===== src/rtl/main_control_fsm_if.sv =====
// Control bundle between the multicycle main controller and the datapath.
// The controller drives the enables/selects; the datapath supplies the
// opcode, the ALU zero flag and the memory ready strobe.
interface main_control_fsm_if;
  logic [6:0] op;
  logic       Zero;
  logic       MemReady;
  logic       PCWrite;
  logic       AdrSrc;
  logic       MemWrite;
  logic       IRWrite;
  logic [1:0] ResultSrc;
  logic [1:0] ALUSrcA;
  logic [1:0] ALUSrcB;
  logic [1:0] ALUOp;
  logic [1:0] ImmSrc;
  logic       RegWrite;
  logic       IllegalOp;
  logic [3:0] State;

  // Controller side
  modport master (
    input  op, Zero, MemReady,
    output PCWrite, AdrSrc, MemWrite, IRWrite, ResultSrc, ALUSrcA, ALUSrcB,
           ALUOp, ImmSrc, RegWrite, IllegalOp, State
  );

  // Datapath side
  modport slave (
    output op, Zero, MemReady,
    input  PCWrite, AdrSrc, MemWrite, IRWrite, ResultSrc, ALUSrcA, ALUSrcB,
           ALUOp, ImmSrc, RegWrite, IllegalOp, State
  );
endinterface


===== src/rtl/main_control_fsm.sv =====
// Multicycle RISC-V main controller: walks each instruction through
// fetch/decode/execute/memory/writeback and decodes datapath controls
// from the current state.
module main_control_fsm #(
  parameter bit MEM_HANDSHAKE = 1'b1
) (
  input  logic                  clk,
  input  logic                  rst_n,
  main_control_fsm_if.master    bus
);

  typedef enum logic [3:0] {
    FETCH    = 4'd0,
    DECODE   = 4'd1,
    MEMADR   = 4'd2,
    MEMREAD  = 4'd3,
    MEMWB    = 4'd4,
    MEMWRITE = 4'd5,
    EXECUTER = 4'd6,
    ALUWB    = 4'd7,
    EXECUTEI = 4'd8,
    JAL      = 4'd9,
    BEQ      = 4'd10
  } state_t;

  localparam logic [6:0] OP_LW   = 7'b0000011;
  localparam logic [6:0] OP_SW   = 7'b0100011;
  localparam logic [6:0] OP_R    = 7'b0110011;
  localparam logic [6:0] OP_I    = 7'b0010011;
  localparam logic [6:0] OP_JAL  = 7'b1101111;
  localparam logic [6:0] OP_BEQ  = 7'b1100011;

  state_t state_reg;
  logic   mem_ready;
  logic   pc_write_raw, mem_write_raw, ir_write_raw, reg_write_raw, illegal_raw;

  // Without the handshake, memory is assumed to finish every access in one cycle.
  assign mem_ready = MEM_HANDSHAKE ? bus.MemReady : 1'b1;

  // State register; unreachable codes fall back to FETCH.
  always_ff @(posedge clk or negedge rst_n) begin
    if (!rst_n) begin
      state_reg <= FETCH;
    end else begin
      case (state_reg)
        FETCH:    if (mem_ready) state_reg <= DECODE;
        DECODE: begin
          case (bus.op)
            OP_LW, OP_SW: state_reg <= MEMADR;
            OP_R:         state_reg <= EXECUTER;
            OP_I:         state_reg <= EXECUTEI;
            OP_JAL:       state_reg <= JAL;
            OP_BEQ:       state_reg <= BEQ;
            default:      state_reg <= FETCH;
          endcase
        end
        MEMADR:   state_reg <= (bus.op == OP_LW) ? MEMREAD : MEMWRITE;
        MEMREAD:  if (mem_ready) state_reg <= MEMWB;
        MEMWB:    state_reg <= FETCH;
        MEMWRITE: if (mem_ready) state_reg <= FETCH;
        EXECUTER: state_reg <= ALUWB;
        EXECUTEI: state_reg <= ALUWB;
        ALUWB:    state_reg <= FETCH;
        JAL:      state_reg <= ALUWB;
        BEQ:      state_reg <= FETCH;
        default:  state_reg <= FETCH;
      endcase
    end
  end

  // Control decode from the current state, with the few input-gated enables.
  always_comb begin
    pc_write_raw   = 1'b0;
    mem_write_raw  = 1'b0;
    ir_write_raw   = 1'b0;
    reg_write_raw  = 1'b0;
    illegal_raw    = 1'b0;
    bus.AdrSrc     = 1'b0;
    bus.ResultSrc  = 2'b00;
    bus.ALUSrcA    = 2'b00;
    bus.ALUSrcB    = 2'b00;
    bus.ALUOp      = 2'b00;
    case (state_reg)
      FETCH: begin
        bus.ALUSrcB   = 2'b10;
        bus.ResultSrc = 2'b10;
        ir_write_raw  = mem_ready;
        pc_write_raw  = mem_ready;
      end
      DECODE: begin
        bus.ALUSrcA = 2'b01;
        bus.ALUSrcB = 2'b01;
        case (bus.op)
          OP_LW, OP_SW, OP_R, OP_I, OP_JAL, OP_BEQ: illegal_raw = 1'b0;
          default:                                  illegal_raw = 1'b1;
        endcase
      end
      MEMADR: begin
        bus.ALUSrcA = 2'b10;
        bus.ALUSrcB = 2'b01;
      end
      MEMREAD: bus.AdrSrc = 1'b1;
      MEMWB: begin
        bus.ResultSrc = 2'b01;
        reg_write_raw = 1'b1;
      end
      MEMWRITE: begin
        bus.AdrSrc    = 1'b1;
        mem_write_raw = 1'b1;
      end
      EXECUTER: begin
        bus.ALUSrcA = 2'b10;
        bus.ALUOp   = 2'b10;
      end
      EXECUTEI: begin
        bus.ALUSrcA = 2'b10;
        bus.ALUSrcB = 2'b01;
        bus.ALUOp   = 2'b10;
      end
      ALUWB: reg_write_raw = 1'b1;
      JAL: begin
        bus.ALUSrcA  = 2'b01;
        bus.ALUSrcB  = 2'b10;
        pc_write_raw = 1'b1;
      end
      BEQ: begin
        bus.ALUSrcA  = 2'b10;
        bus.ALUOp    = 2'b01;
        pc_write_raw = bus.Zero;
      end
      default: begin
      end
    endcase
  end

  // Enables drop the instant reset asserts, independent of the clock.
  assign bus.PCWrite   = pc_write_raw  & rst_n;
  assign bus.MemWrite  = mem_write_raw & rst_n;
  assign bus.IRWrite   = ir_write_raw  & rst_n;
  assign bus.RegWrite  = reg_write_raw & rst_n;
  assign bus.IllegalOp = illegal_raw   & rst_n;
  assign bus.State     = state_reg;

  // Immediate format follows the opcode in every state.
  always_comb begin
    case (bus.op)
      OP_SW:   bus.ImmSrc = 2'b01;
      OP_BEQ:  bus.ImmSrc = 2'b10;
      OP_JAL:  bus.ImmSrc = 2'b11;
      default: bus.ImmSrc = 2'b00;
    endcase
  end

endmodule


===== src/flat_wrapper.sv =====
// flat-port wrapper written by rule: the top's interface ports become plain ports
module main_control_fsm_flat 
#(
  parameter bit MEM_HANDSHAKE = 1'b1
)
  (clk, rst_n, bus_op, bus_Zero, bus_MemReady, bus_PCWrite, bus_AdrSrc, bus_MemWrite, bus_IRWrite, bus_ResultSrc, bus_ALUSrcA, bus_ALUSrcB, bus_ALUOp, bus_ImmSrc, bus_RegWrite, bus_IllegalOp, bus_State);
  main_control_fsm_if bus_i ();
  input  logic clk;
  input  logic rst_n;
  input wire logic [$bits(bus_i.op)-1:0] bus_op;
  input wire logic [$bits(bus_i.Zero)-1:0] bus_Zero;
  input wire logic [$bits(bus_i.MemReady)-1:0] bus_MemReady;
  output wire logic [$bits(bus_i.PCWrite)-1:0] bus_PCWrite;
  output wire logic [$bits(bus_i.AdrSrc)-1:0] bus_AdrSrc;
  output wire logic [$bits(bus_i.MemWrite)-1:0] bus_MemWrite;
  output wire logic [$bits(bus_i.IRWrite)-1:0] bus_IRWrite;
  output wire logic [$bits(bus_i.ResultSrc)-1:0] bus_ResultSrc;
  output wire logic [$bits(bus_i.ALUSrcA)-1:0] bus_ALUSrcA;
  output wire logic [$bits(bus_i.ALUSrcB)-1:0] bus_ALUSrcB;
  output wire logic [$bits(bus_i.ALUOp)-1:0] bus_ALUOp;
  output wire logic [$bits(bus_i.ImmSrc)-1:0] bus_ImmSrc;
  output wire logic [$bits(bus_i.RegWrite)-1:0] bus_RegWrite;
  output wire logic [$bits(bus_i.IllegalOp)-1:0] bus_IllegalOp;
  output wire logic [$bits(bus_i.State)-1:0] bus_State;
  assign bus_i.op = bus_op;
  assign bus_i.Zero = bus_Zero;
  assign bus_i.MemReady = bus_MemReady;
  assign bus_PCWrite = bus_i.PCWrite;
  assign bus_AdrSrc = bus_i.AdrSrc;
  assign bus_MemWrite = bus_i.MemWrite;
  assign bus_IRWrite = bus_i.IRWrite;
  assign bus_ResultSrc = bus_i.ResultSrc;
  assign bus_ALUSrcA = bus_i.ALUSrcA;
  assign bus_ALUSrcB = bus_i.ALUSrcB;
  assign bus_ALUOp = bus_i.ALUOp;
  assign bus_ImmSrc = bus_i.ImmSrc;
  assign bus_RegWrite = bus_i.RegWrite;
  assign bus_IllegalOp = bus_i.IllegalOp;
  assign bus_State = bus_i.State;
  main_control_fsm #(.MEM_HANDSHAKE(MEM_HANDSHAKE)) u_core (.clk(clk), .rst_n(rst_n), .bus(bus_i));
endmodule

===== config.mk =====
export PLATFORM = sky130hd
export DESIGN_NAME = main_control_fsm_flat
export DESIGN_NICKNAME = d
export VERILOG_FILES = /design/src/rtl/main_control_fsm_if.sv /design/src/rtl/main_control_fsm.sv /design/src/flat_wrapper.sv
export SDC_FILE = /design/constraint.sdc
export NUM_CORES = 1
export LEC_CHECK = 0
export ABC_AREA = 1
export BUFFER_PORTS_ARGS = -buffer_cell sky130_fd_sc_hd__buf_2
export CORE_AREA = 4 4 41 43
export CTS_BUF_LIST = sky130_fd_sc_hd__clkbuf_4
export DETAILED_ROUTE_END_ITERATION = 8
export DIE_AREA = 0 0 45 47
export GPL_TIMING_DRIVEN = 0
export PLACE_DENSITY = 0.83
export REMOVE_ABC_BUFFERS = 1
export SLEW_MARGIN = 25
export SYNTH_ARGS = -nofsm -noshare
export SYNTH_HDL_FRONTEND = slang
export SYNTH_SLANG_ARGS = --single-unit

===== constraint.sdc =====
create_clock -name clk -period 2.2 [get_ports clk]
set_input_delay 0.55 -clock clk [delete_from_list [all_inputs] [get_ports clk]]
set_output_delay 0.55 -clock clk [all_outputs]
set_load 0.005 [all_outputs]

Yosys cells after proc, flatten, opt, wreduce, memory -nomap -nowiden:

Cells that the tools add are included.

* register bits: 4
* output and inout bits: 20
* input bits: 11
* word-level logic and storage cells: 55

* reduce and logical (&&, ||, !) cells: 12
* bitwise logic cells: 5
* equal/unequal tests: 19
* muxes and demuxes: 18

Operator list (count)
* $pmux W4 S6: 1
* $pmux W4 S5: 1
* $eq A4 B3 Y1 const B: 4
* $pmux W2 S2: 4
* $eq A7 B6 Y1 const B: 2
* $eq A7 B7 Y1 const B: 2
* $eq A4 B4 Y1 const B: 3
* $mux W4: 3
* $reduce_or A2 Y1: 6
* $eq A4 B2 Y1 const B: 2
* $eq A7 B2 Y1 const B: 1
* $eq A7 B5 Y1 const B: 1
* $mux W1: 6
* $ne A2 B2 Y1 const B: 3
* $pmux W2 S3: 1
* $reduce_or A3 Y1: 2
* $reduce_or A6 Y1: 1
* $and A1 B1 Y1: 5
* $eq A4 B1 Y1 const B: 1
* $logic_not A4 Y1: 1
* $reduce_or A4 Y1: 1
* $mux W3: 1
* $pmux W1 S3: 1
* $reduce_and A3 Y1: 1

Depth between registers and ports, before layout:

Gate-level depths: netlist (run 1).

* word-level depth: 5
* depth in mapped cells: 8
* depth with buffers taken out: 8

Worst setup path before layout (run 1):

OpenSTA, ideal clock, no wires.

* path type: input to output
* start: in bus_op[2]
* end: out bus_ImmSrc[0]
* required time: 1.650 ns
* buffers on the path: 0
* arrival: 1.130 ns
* path slack: 0.520 ns
* cell stages on the path: 5
* path through: inv_1 nand2_1 nor3_1 inv_1 o31ai_1

* longest elaborated chain between the ends: 2

RTL lines
* start: declaration: RTL line flat_wrapper.sv:10 `input wire logic [$bits(bus_i.op)-1:0] bus_op;`
* $eq A7 B7 Y1 or $eq A7 B6 Y1 (tied branches): RTL line main_control_fsm.sv:146 `case (bus.op)`
* $pmux W2 S3 *: RTL line main_control_fsm.sv:146
* end: declaration: RTL line flat_wrapper.sv:21 `output wire logic [$bits(bus_i.ImmSrc)-1:0] bus_ImmSrc;`

Every way passes the cells marked *; elsewhere a longest branch is shown, timed or not.

Worst setup path in the final report (run 1):

* start: reg u_core.state_reg[2] (netlist: u_core.bus.State[2])
* end: out bus_PCWrite

* longest elaborated chain between the ends: 3

RTL lines
* start: declaration: RTL line main_control_fsm.sv:33 `state_t state_reg;`
* start signal: assignment: RTL line main_control_fsm.sv:57 `MEMADR: state_reg <= (bus.op == OP_LW) ? MEMREAD : MEMWRITE;`
* $eq A4 B4 Y1 or $logic_not A4 Y1 (tied branches): RTL line main_control_fsm.sv:83 `case (state_reg)`
* $pmux W1 S3 *: RTL line main_control_fsm.sv:83
* $and A1 B1 Y1 *: RTL line main_control_fsm.sv:137 `assign bus.PCWrite = pc_write_raw & rst_n;`
* end: declaration: RTL line flat_wrapper.sv:13 `output wire logic [$bits(bus_i.PCWrite)-1:0] bus_PCWrite;`

Marks and branches as above.

==> results by group, run 1 <==
Yosys
  – Simple logic cell fraction of the synthesized area: 0.637
  – Mapped cell area: 527 µm²
  – Mean post-synth cell area: 5.32 µm²
  – Main combinational cell family by area after synthesis: simple AND/OR/NAND/NOR gates
  – Synth warn: 0
  – Flops & latches, synth: 4
  – Sequential element share of the synthesized area: 0.190
  – Multiplexer share of the synthesized area: 0
  – Synth Area in XOR/XNOR: 0
  – Adder-Cell Fraction of Synth Area: 0
  – Compound-Gate Fraction of Synth Area: 0.0380
  – Synth top area share: 0.257
  – Unique masters post-synth: 16
  – Most area-hungry cell type in the Yosys netlist: nand2_1
  – Synth area leaders: nand2_1, dfrtp_1, nand3_1
  – Post-Synthesis Cells: 99

Critical path
  – CP Max Fanout: 8
  – Critical Path Start Type: flip-flop
  – CP Class: reg -> out
  – CP Data Required Time: 1650 ps
  – Critical Path End Type: output pin
  – Worst EP arrival: 1510 ps

STA
  – Slew HR: 0.799
  – Sum Neg Setup Slack: 0 ps
  – Worst-margin pin slew: 302 ps
  – Fin. max-slew vios: 0
  – Hold Fails Final Rpt: 0
  – Final Skew: 2.45 ps
  – Unrepaired setup endpoints after global routing: no
  – Min Tclk post-route: 2060 ps
  – Final Setup Violations: 0
  – Fmax: 0.485 GHz
  – Tcrit/Tclk final: 0.938
  – Hold Slack: 135 ps

Clock network
  – CTS-repair resized insts: 0
  – Setup Fix Bufs, Post-CTS: 0
  – Clock Path Buffers: 2
  – Clk sink count: 4
  – H-Tree Depth: 1
  – CTS tree: built
  – Clk slew on worst S/H paths: 40 ps
  – Clk_lat worst skew: 230 ps
  – Post-CTS Hold Buffers: 0
  – Root buf cell: clkbuf_4
  – Cts bufs inserted: 3

Die
  – Core area: 0.00130 mm²
  – DIE WIDTH: 45 µm
  – IO Pins: 31
  – Initial core utilization: 0.405
  – Die area: 0.00212 mm²
  – Die height: 47 µm
  – Row count: 13

Global routing
  – Gr ovfl total: 0
  – Pin count of the biggest net entering global routing: 9
  – Vias in the first global route: 597
  – Total GRT Usage: 0.139
  – First-pass GRT wire length: 2180 µm
  – Initial antenna violation count: 0

Power
  – Static leakage: 0.484 nW
  – Pwr/cell area: 704 mW/mm²
  – IR drop worst, VDD: 0.374 mV

Routing
  – Wire per inst: 9.63 µm
  – WL met1: 603 µm
  – # DRC: 0
  – First-pass DRT Iterations: 4
  – DR vias/cell: 4.77
  – Met3 WL: 168 µm
  – Via count: 701
  – Met2 wire length: 644 µm
  – Final ANT Viol Nets: 0
  – Post-Route WL: 1420 µm
  – Top routing layer in use: met3
  – Initial drt markers: 17

Placement
  – Post-DP HPWL: 1210 µm
  – Final RePlAce weighted congestion: 0.877
  – Buffers on Ports: 30

Final layout
  – Most common cell after layout, fill and taps aside: nand2_1
  – N_diodes: 0
  – Area growth from synthesis to layout: 36.3%
  – Fin nets: 145
  – Max FFs per register: 4
  – Fin util: 0.552
  – Most frequent cells in the layout: nand2_1, buf_2, inv_1, nor2_1, nand3_1
  – Fraction of layout cells with a size suffix above 1: 0.379

Flow run
  – Max_cap viols: 0

Worst hold path
  – HP Class: in -> async

Run status
  – Status: completed
[power breakdown]
group | internal [W] | leakage, nW | switching, W
Clock | 0.0000609 | 0.0138 | 0.0000281
Sequential | 0.0000872 | 0.0536 | 0.0000325
Combinational | 0.000122 | 0.416 | 0.000174
Total | 0.000270 | 0.484 | 0.000235
[critical path, stage by stage (launching register included)]
cell and delay, ps:
dfrtp_1 470, nor2_2 250, nand2_1 120, inv_1 90
nand2_1 70, nand3_1 90, nand2_1 50, inv_1 40
buf_2 100
[cells in the mapped netlist]
| library cell | count |
|---|---|
| nor3_2 | 2 |
| nand3_1 | 9 |
| inv_2 | 7 |
| o211ai_1 | 1 |
| o31ai_1 | 1 |
| dfrtp_1 | 4 |
| o21ai_1 | 1 |
| nand2_1 | 36 |
| nor2_4 | 1 |
| nor3_1 | 4 |
| nand2_2 | 2 |
| nand4_1 | 2 |
| nor2_2 | 5 |
| nor2_1 | 11 |
| nor4_1 | 1 |
| inv_1 | 12 |
[path summary, 6_finish.rpt]
kind	from	to	slack (ps)	depth (start not counted)
worst max-delay path	u_core.bus.State[2]	bus_PCWrite	140	8
worst min-delay path	rst_n	u_core.bus.State[2]	130	1
worst max register to register	u_core.bus.State[2]	u_core.bus.State[2]	870	6
worst min register to register	u_core.bus.State[0]	u_core.bus.State[0]	660	2
max in group asynchronous	rst_n	u_core.bus.State[3]	1920	1
min in group clk	u_core.bus.State[0]	u_core.bus.State[0]	660	2
[layout make-up]
cell class / count / area (µm²)
Multi-Input combinational cell: 76 / 355
Clock buffer: 3 / 22.5
Inverter: 19 / 71.3
Tap cell: 15 / 18.8
Sequential cell: 4 / 100
Timing Repair Buffer: 30 / 150
Fill cell: 136 / 583
[stage by stage]
stage	instance area [µm²]	cells	setup WS, ps	power [W]
floorplan	527	99	520	0.000303
global placement	696	144	266	0.000411
detailed placement	696	144	232	0.000418
CTS	718	147	128	0.000513
global route	718	147	25.8	0.000557
finish	718	147	137	0.000505
[cell families after synthesis]
kind of cell | Yosys count
flops | 4
compound gates | 3
simple gates | 73
buf+inv | 19
[metal layers]
| layer | vias to the layer above | track usage |
|---|---|---|
| li1 | 373 | - |
| met1 | 297 | 0.154 |
| met2 | 31 | 0.251 |
| met3 | 0 | 0.0498 |
| met4 | 0 | 0.0351 |
| met5 | - | 0 |
(Power assumes the default switching activity.)
==> run 2: changes to the inputs <==
--- a/config.mk
+++ b/config.mk
@@ -12,7 +12,7 @@
 export DETAILED_ROUTE_END_ITERATION = 8
 export DIE_AREA = 0 0 45 47
 export GPL_TIMING_DRIVEN = 0
-export PLACE_DENSITY = 0.83
+export PLACE_DENSITY = 0.78
 export REMOVE_ABC_BUFFERS = 1
 export SLEW_MARGIN = 25
 export SYNTH_ARGS = -nofsm -noshare
==> results by group, run 2 (synthesis results as in run 1) <==
Final layout
  – Most frequent cells in the layout: nand2_1, buf_2, inv_1, nor2_1, nand3_1
  – Non-filler cells, final: 147
  – Area growth from synthesis to layout: 36.3%
  – N_diodes: 0
  – Fin nets: 145
  – Fin util: 0.552
  – Fraction of layout cells with a size suffix above 1: 0.379
  – Final Cell Area: 718 µm²
  – Max FFs per register: 4
  – Most common cell after layout, fill and taps aside: nand2_1

Critical path
  – Largest stage delay, worst path: 480 ps
  – Worst reg2reg startpoint: u_core.bus.State[2]
  – Critical Path End Type: output pin
  – Critical path's most frequent cell: nand2_1
  – Cells along the critical path: nor2_2, nand2_1, inv_1, nand2_1, nand3_1, nand2_1, inv_1, buf_2
  – CP Class: reg -> out
  – R2R cell count: 6
  – CP Max Fanout: 8
  – Reg2Reg Setup Slack: 770 ps
  – Worst EP arrival: 1540 ps
  – Max stage delay cell, worst path: dfrtp_1
  – CP bufs+invs: 3
  – Cell family with most CP delay: simple AND/OR/NAND/NOR gates
  – Critical Path Start Type: flip-flop
  – CP Data Required Time: 1650 ps
  – R2R Path End: u_core.bus.State[2]

Clock network
  – Root buf cell: clkbuf_4
  – Clock Path Buffers: 2
  – Post-CTS Hold Buffers: 0
  – Clk slew on worst S/H paths: 40 ps
  – Setup Fix Bufs, Post-CTS: 0
  – CTS-repair resized insts: 0
  – Cts bufs inserted: 3
  – Clk_lat worst skew: 250 ps
  – H-Tree Depth: 1
  – CTS tree: built
  – Clk sink count: 4

Placement
  – Final RePlAce weighted congestion: 0.868
  – Dpl cells: 144
  – Post-Place Worst Slack: 239 ps
  – Post-DP HPWL: 1360 µm
  – Post-DP Area: 696 µm²
  – Buffers on Ports: 30

Flow run
  – Max_cap viols: 0

Power
  – Static leakage: 0.484 nW
  – IR drop worst, VDD: 0.311 mV
  – Pwr/cell area: 728 mW/mm²

Die
  – DIE WIDTH: 45 µm
  – Die height: 47 µm
  – Die area: 0.00212 mm²
  – Initial core utilization: 0.405
  – Row count: 13
  – Core area: 0.00130 mm²
  – IO Pins: 31

STA
  – Worst-margin pin slew: 310 ps
  – Final Skew: 4.58 ps
  – Slew HR: 0.793
  – Hold Fails Final Rpt: 0
  – Fmax: 0.478 GHz
  – Unrepaired setup endpoints after global routing: no
  – Min Tclk post-route: 2090 ps
  – Worst Slack Setup Final: 110 ps
  – Final Setup Violations: 0
  – Sum Neg Setup Slack: 0 ps
  – Fin. max-slew vios: 0
  – Tcrit/Tclk final: 0.950

Global routing
  – Initial antenna violation count: 0
  – First-pass GRT wire length: 2640 µm
  – Gr ovfl total: 0
  – Vias in the first global route: 680
  – Total GRT Usage: 0.171
  – Pin count of the biggest net entering global routing: 9

Routing
  – Final ANT Viol Nets: 0
  – Met2 wire length: 787 µm
  – Top routing layer in use: met4
  – # DRC: 0
  – Via count: 719
  – Post-Route WL: 1600 µm
  – WL met1: 635 µm
  – Met3 WL: 135 µm
  – First-pass DRT Iterations: 4
  – DR vias/cell: 4.89
  – Initial drt markers: 14
  – Wire per inst: 10.9 µm

Worst hold path
  – HP Class: in -> async

Run status
  – Status: completed
[run 2: cell type report]
cell class	count	area, µm²
Inverter	19	71.3
Timing Repair Buffer	30	150
Clock buffer	3	22.5
Multi-Input combinational cell	76	355
Fill cell	157	583
Sequential cell	4	100
Tap cell	15	18.8
[run 2: worst max path at each step]
stage | start | endpoint | slack [ps] | depth (start not counted)
finish | u_core.bus.State[2] | bus_PCWrite | 110 | 8
floorplan | bus_op[2] | bus_ImmSrc[0] | 520 | 5
CTS | u_core.bus.State[2] | bus_PCWrite | 100 | 8
detailed placement | bus_op[2] | bus_IllegalOp | 240 | 8
global placement | bus_op[2] | bus_IllegalOp | 260 | 8
global route | u_core.bus.State[2] | bus_PCWrite | 20 | 8
[run 2: metrics by stage]
step                hold WS [ps]  total power [W]
finish                       120         0.000523
global route                 132         0.000568
CTS                          123         0.000527
detailed placement           383         0.000423
global placement             378         0.000415
floorplan                    254         0.000303
[run 2: power breakdown]
| part | switching, W | internal, W | leakage (nW) |
|---|---|---|---|
| Sequential | 0.0000326 | 0.0000871 | 0.0536 |
| Clock | 0.0000396 | 0.0000617 | 0.0138 |
| Combinational | 0.000180 | 0.000122 | 0.416 |
| Total | 0.000252 | 0.000271 | 0.484 |
[run 2: worst register-to-register path: cells and delay by family (launching register included)]
kind	cells	cell delay [ps]
compound gates	1	130
flops	1	480
simple gates	5	690
[run 2: routing by layer]
metal	global-route usage	vias up
met2	0.319	27
li1	-	374
met3	0.00383	5
met5	0	-
met1	0.178	313
met4	0.140	0
==> run 3: changes to the inputs <==
--- a/config.mk
+++ b/config.mk
@@ -6,13 +6,13 @@
 export NUM_CORES = 1
 export LEC_CHECK = 0
 export ABC_AREA = 1
-export BUFFER_PORTS_ARGS = -buffer_cell sky130_fd_sc_hd__buf_2
 export CORE_AREA = 4 4 41 43
 export CTS_BUF_LIST = sky130_fd_sc_hd__clkbuf_4
 export DETAILED_ROUTE_END_ITERATION = 8
 export DIE_AREA = 0 0 45 47
+export DONT_BUFFER_PORTS = 1
 export GPL_TIMING_DRIVEN = 0
-export PLACE_DENSITY = 0.78
+export PLACE_DENSITY = 0.58
 export REMOVE_ABC_BUFFERS = 1
 export SLEW_MARGIN = 25
 export SYNTH_ARGS = -nofsm -noshare
==> results by group, run 3 (synthesis results as in run 1) <==
Global routing
  – Pin count of the biggest net entering global routing: 9
  – Gr ovfl total: 0
  – First-pass GRT wire length: 1940 µm
  – Total GRT Usage: 0.124
  – Vias in the first global route: 491
  – Initial antenna violation count: 0

Power
  – Pwr/cell area: 749 mW/mm²
  – Static leakage: 0.342 nW
  – IR drop worst, VDD: 0.445 mV
  – Post-layout power: 0.000426 W

STA
  – Tcrit/Tclk final: 0.912
  – Fin. max-slew vios: 0
  – Final Skew: 0.738 ps
  – Unrepaired setup endpoints after global routing: no
  – Slew HR: 0.777
  – Final Setup Violations: 0
  – Min Tclk post-route: 2010 ps
  – Sum Neg Setup Slack: 0 ps
  – Worst-margin pin slew: 332 ps
  – Hold Slack: 17.9 ps
  – Fmax: 0.498 GHz
  – Hold Fails Final Rpt: 0

Critical path
  – R2R cell count: 6
  – Reg2Reg Setup Slack: 860 ps
  – R2R Path End: u_core.bus.State[2]
  – Critical Path End Type: output pin
  – CP Data Required Time: 1650 ps
  – Setup crit start: u_core.bus.State[2]
  – Critical Path Start Type: flip-flop
  – Worst EP arrival: 1460 ps
  – Worst reg2reg startpoint: u_core.bus.State[2]
  – CP Class: reg -> out
  – CP Max Fanout: 8

Run status
  – Status: completed

Final layout
  – Fillers: 168
  – Fin nets: 115
  – Most frequent cells in the layout: nand2_1, inv_1, nor2_1, nand3_1, inv_2
  – Non-filler cells, final: 117
  – Multi-input logic area: 355 µm²
  – Final Cell Area: 568 µm²
  – Area growth from synthesis to layout: 7.84%
  – Most common cell after layout, fill and taps aside: nand2_1
  – Max FFs per register: 4
  – N_diodes: 0
  – Fraction of layout cells with a size suffix above 1: 0.196
  – Register area: 100 µm²

Routing
  – Post-Route WL: 1270 µm
  – First-pass DRT Iterations: 2
  – # DRC: 0
  – Final ANT Viol Nets: 0
  – Wire per inst: 10.9 µm
  – DR vias/cell: 5.20
  – Via count: 608
  – Initial drt markers: 3

Clock network
  – Clk_lat worst skew: 230 ps
  – Clock Path Buffers: 2
  – Clk sink count: 4
  – Cts bufs inserted: 3
  – H-Tree Depth: 1
  – CTS-repair resized insts: 0
  – Post-CTS Hold Buffers: 0
  – Setup Fix Bufs, Post-CTS: 0
  – Root buf cell: clkbuf_4
  – Clk slew on worst S/H paths: 30 ps
  – CTS tree: built

Placement
  – Post-DP Area: 546 µm²
  – Final RePlAce weighted congestion: 0.798
  – Post-DP HPWL: 1110 µm
  – Dpl cells: 114
  – Buffers on Ports: 0

Flow run
  – Max_cap viols: 0

Die
  – Initial core utilization: 0.405
  – Die height: 47 µm
  – DIE WIDTH: 45 µm
  – Row count: 13
  – IO Pins: 31
  – Core area: 0.00130 mm²
  – Die area: 0.00212 mm²

Worst hold path
  – HP Class: in -> async
==> run 3: changes by cell type in the layout (fill, tap and decap cells not counted), sizes merged <==
cell / before / now
buf: 30 / 0
==> run 3: worst max path at each step <==
stage	cells past startpoint	endpoint	slack, ps
global route	7	bus_PCWrite	80
detailed placement	5	bus_ImmSrc[0]	410
finish	7	bus_PCWrite	190
global placement	5	bus_ImmSrc[0]	410
floorplan	5	bus_ImmSrc[0]	520
CTS	7	bus_PCWrite	170
==> run 3: per-stage QoR <==
| step | setup WS, ps | utilization |
|---|---|---|
| CTS | 170 | 0.437 |
| global placement | 415 | 0.419 |
| floorplan | 520 | - |
| detailed placement | 407 | 0.419 |
| global route | 81.3 | 0.437 |
| finish | 193 | 0.437 |
==> run 3: layout make-up <==
type                       instances  share of cell area
clock buffer                       3              0.0396
inverter                          19               0.126
multi-input combinational         76               0.626
sequential                         4               0.176
tap                               15              0.0330
==> run 3: power breakdown <==
| group | internal [W] | leakage (nW) | switching (W) |
|---|---|---|---|
| registers | 0.0000872 | 0.0536 | 0.0000360 |
| logic | 0.0000697 | 0.275 | 0.000147 |
| clock network | 0.0000607 | 0.0138 | 0.0000255 |
==> run 3: critical path, stage by stage (launching register included) <==
cell     delay [ps]
dfrtp_1         490
nor2_2          260
nand2_1         120
inv_1           100
nand2_1          70
nand3_1          80
nand2_1          50
inv_1            60
==> run 3: metal layers <==
layer	vias to the layer above	GRT usage	wire, µm
li1	316	-	-
met1	276	0.162	567
met2	16	0.189	607
met3	0	0.0383	95
met4	0	0.0526	0
met5	-	0	0
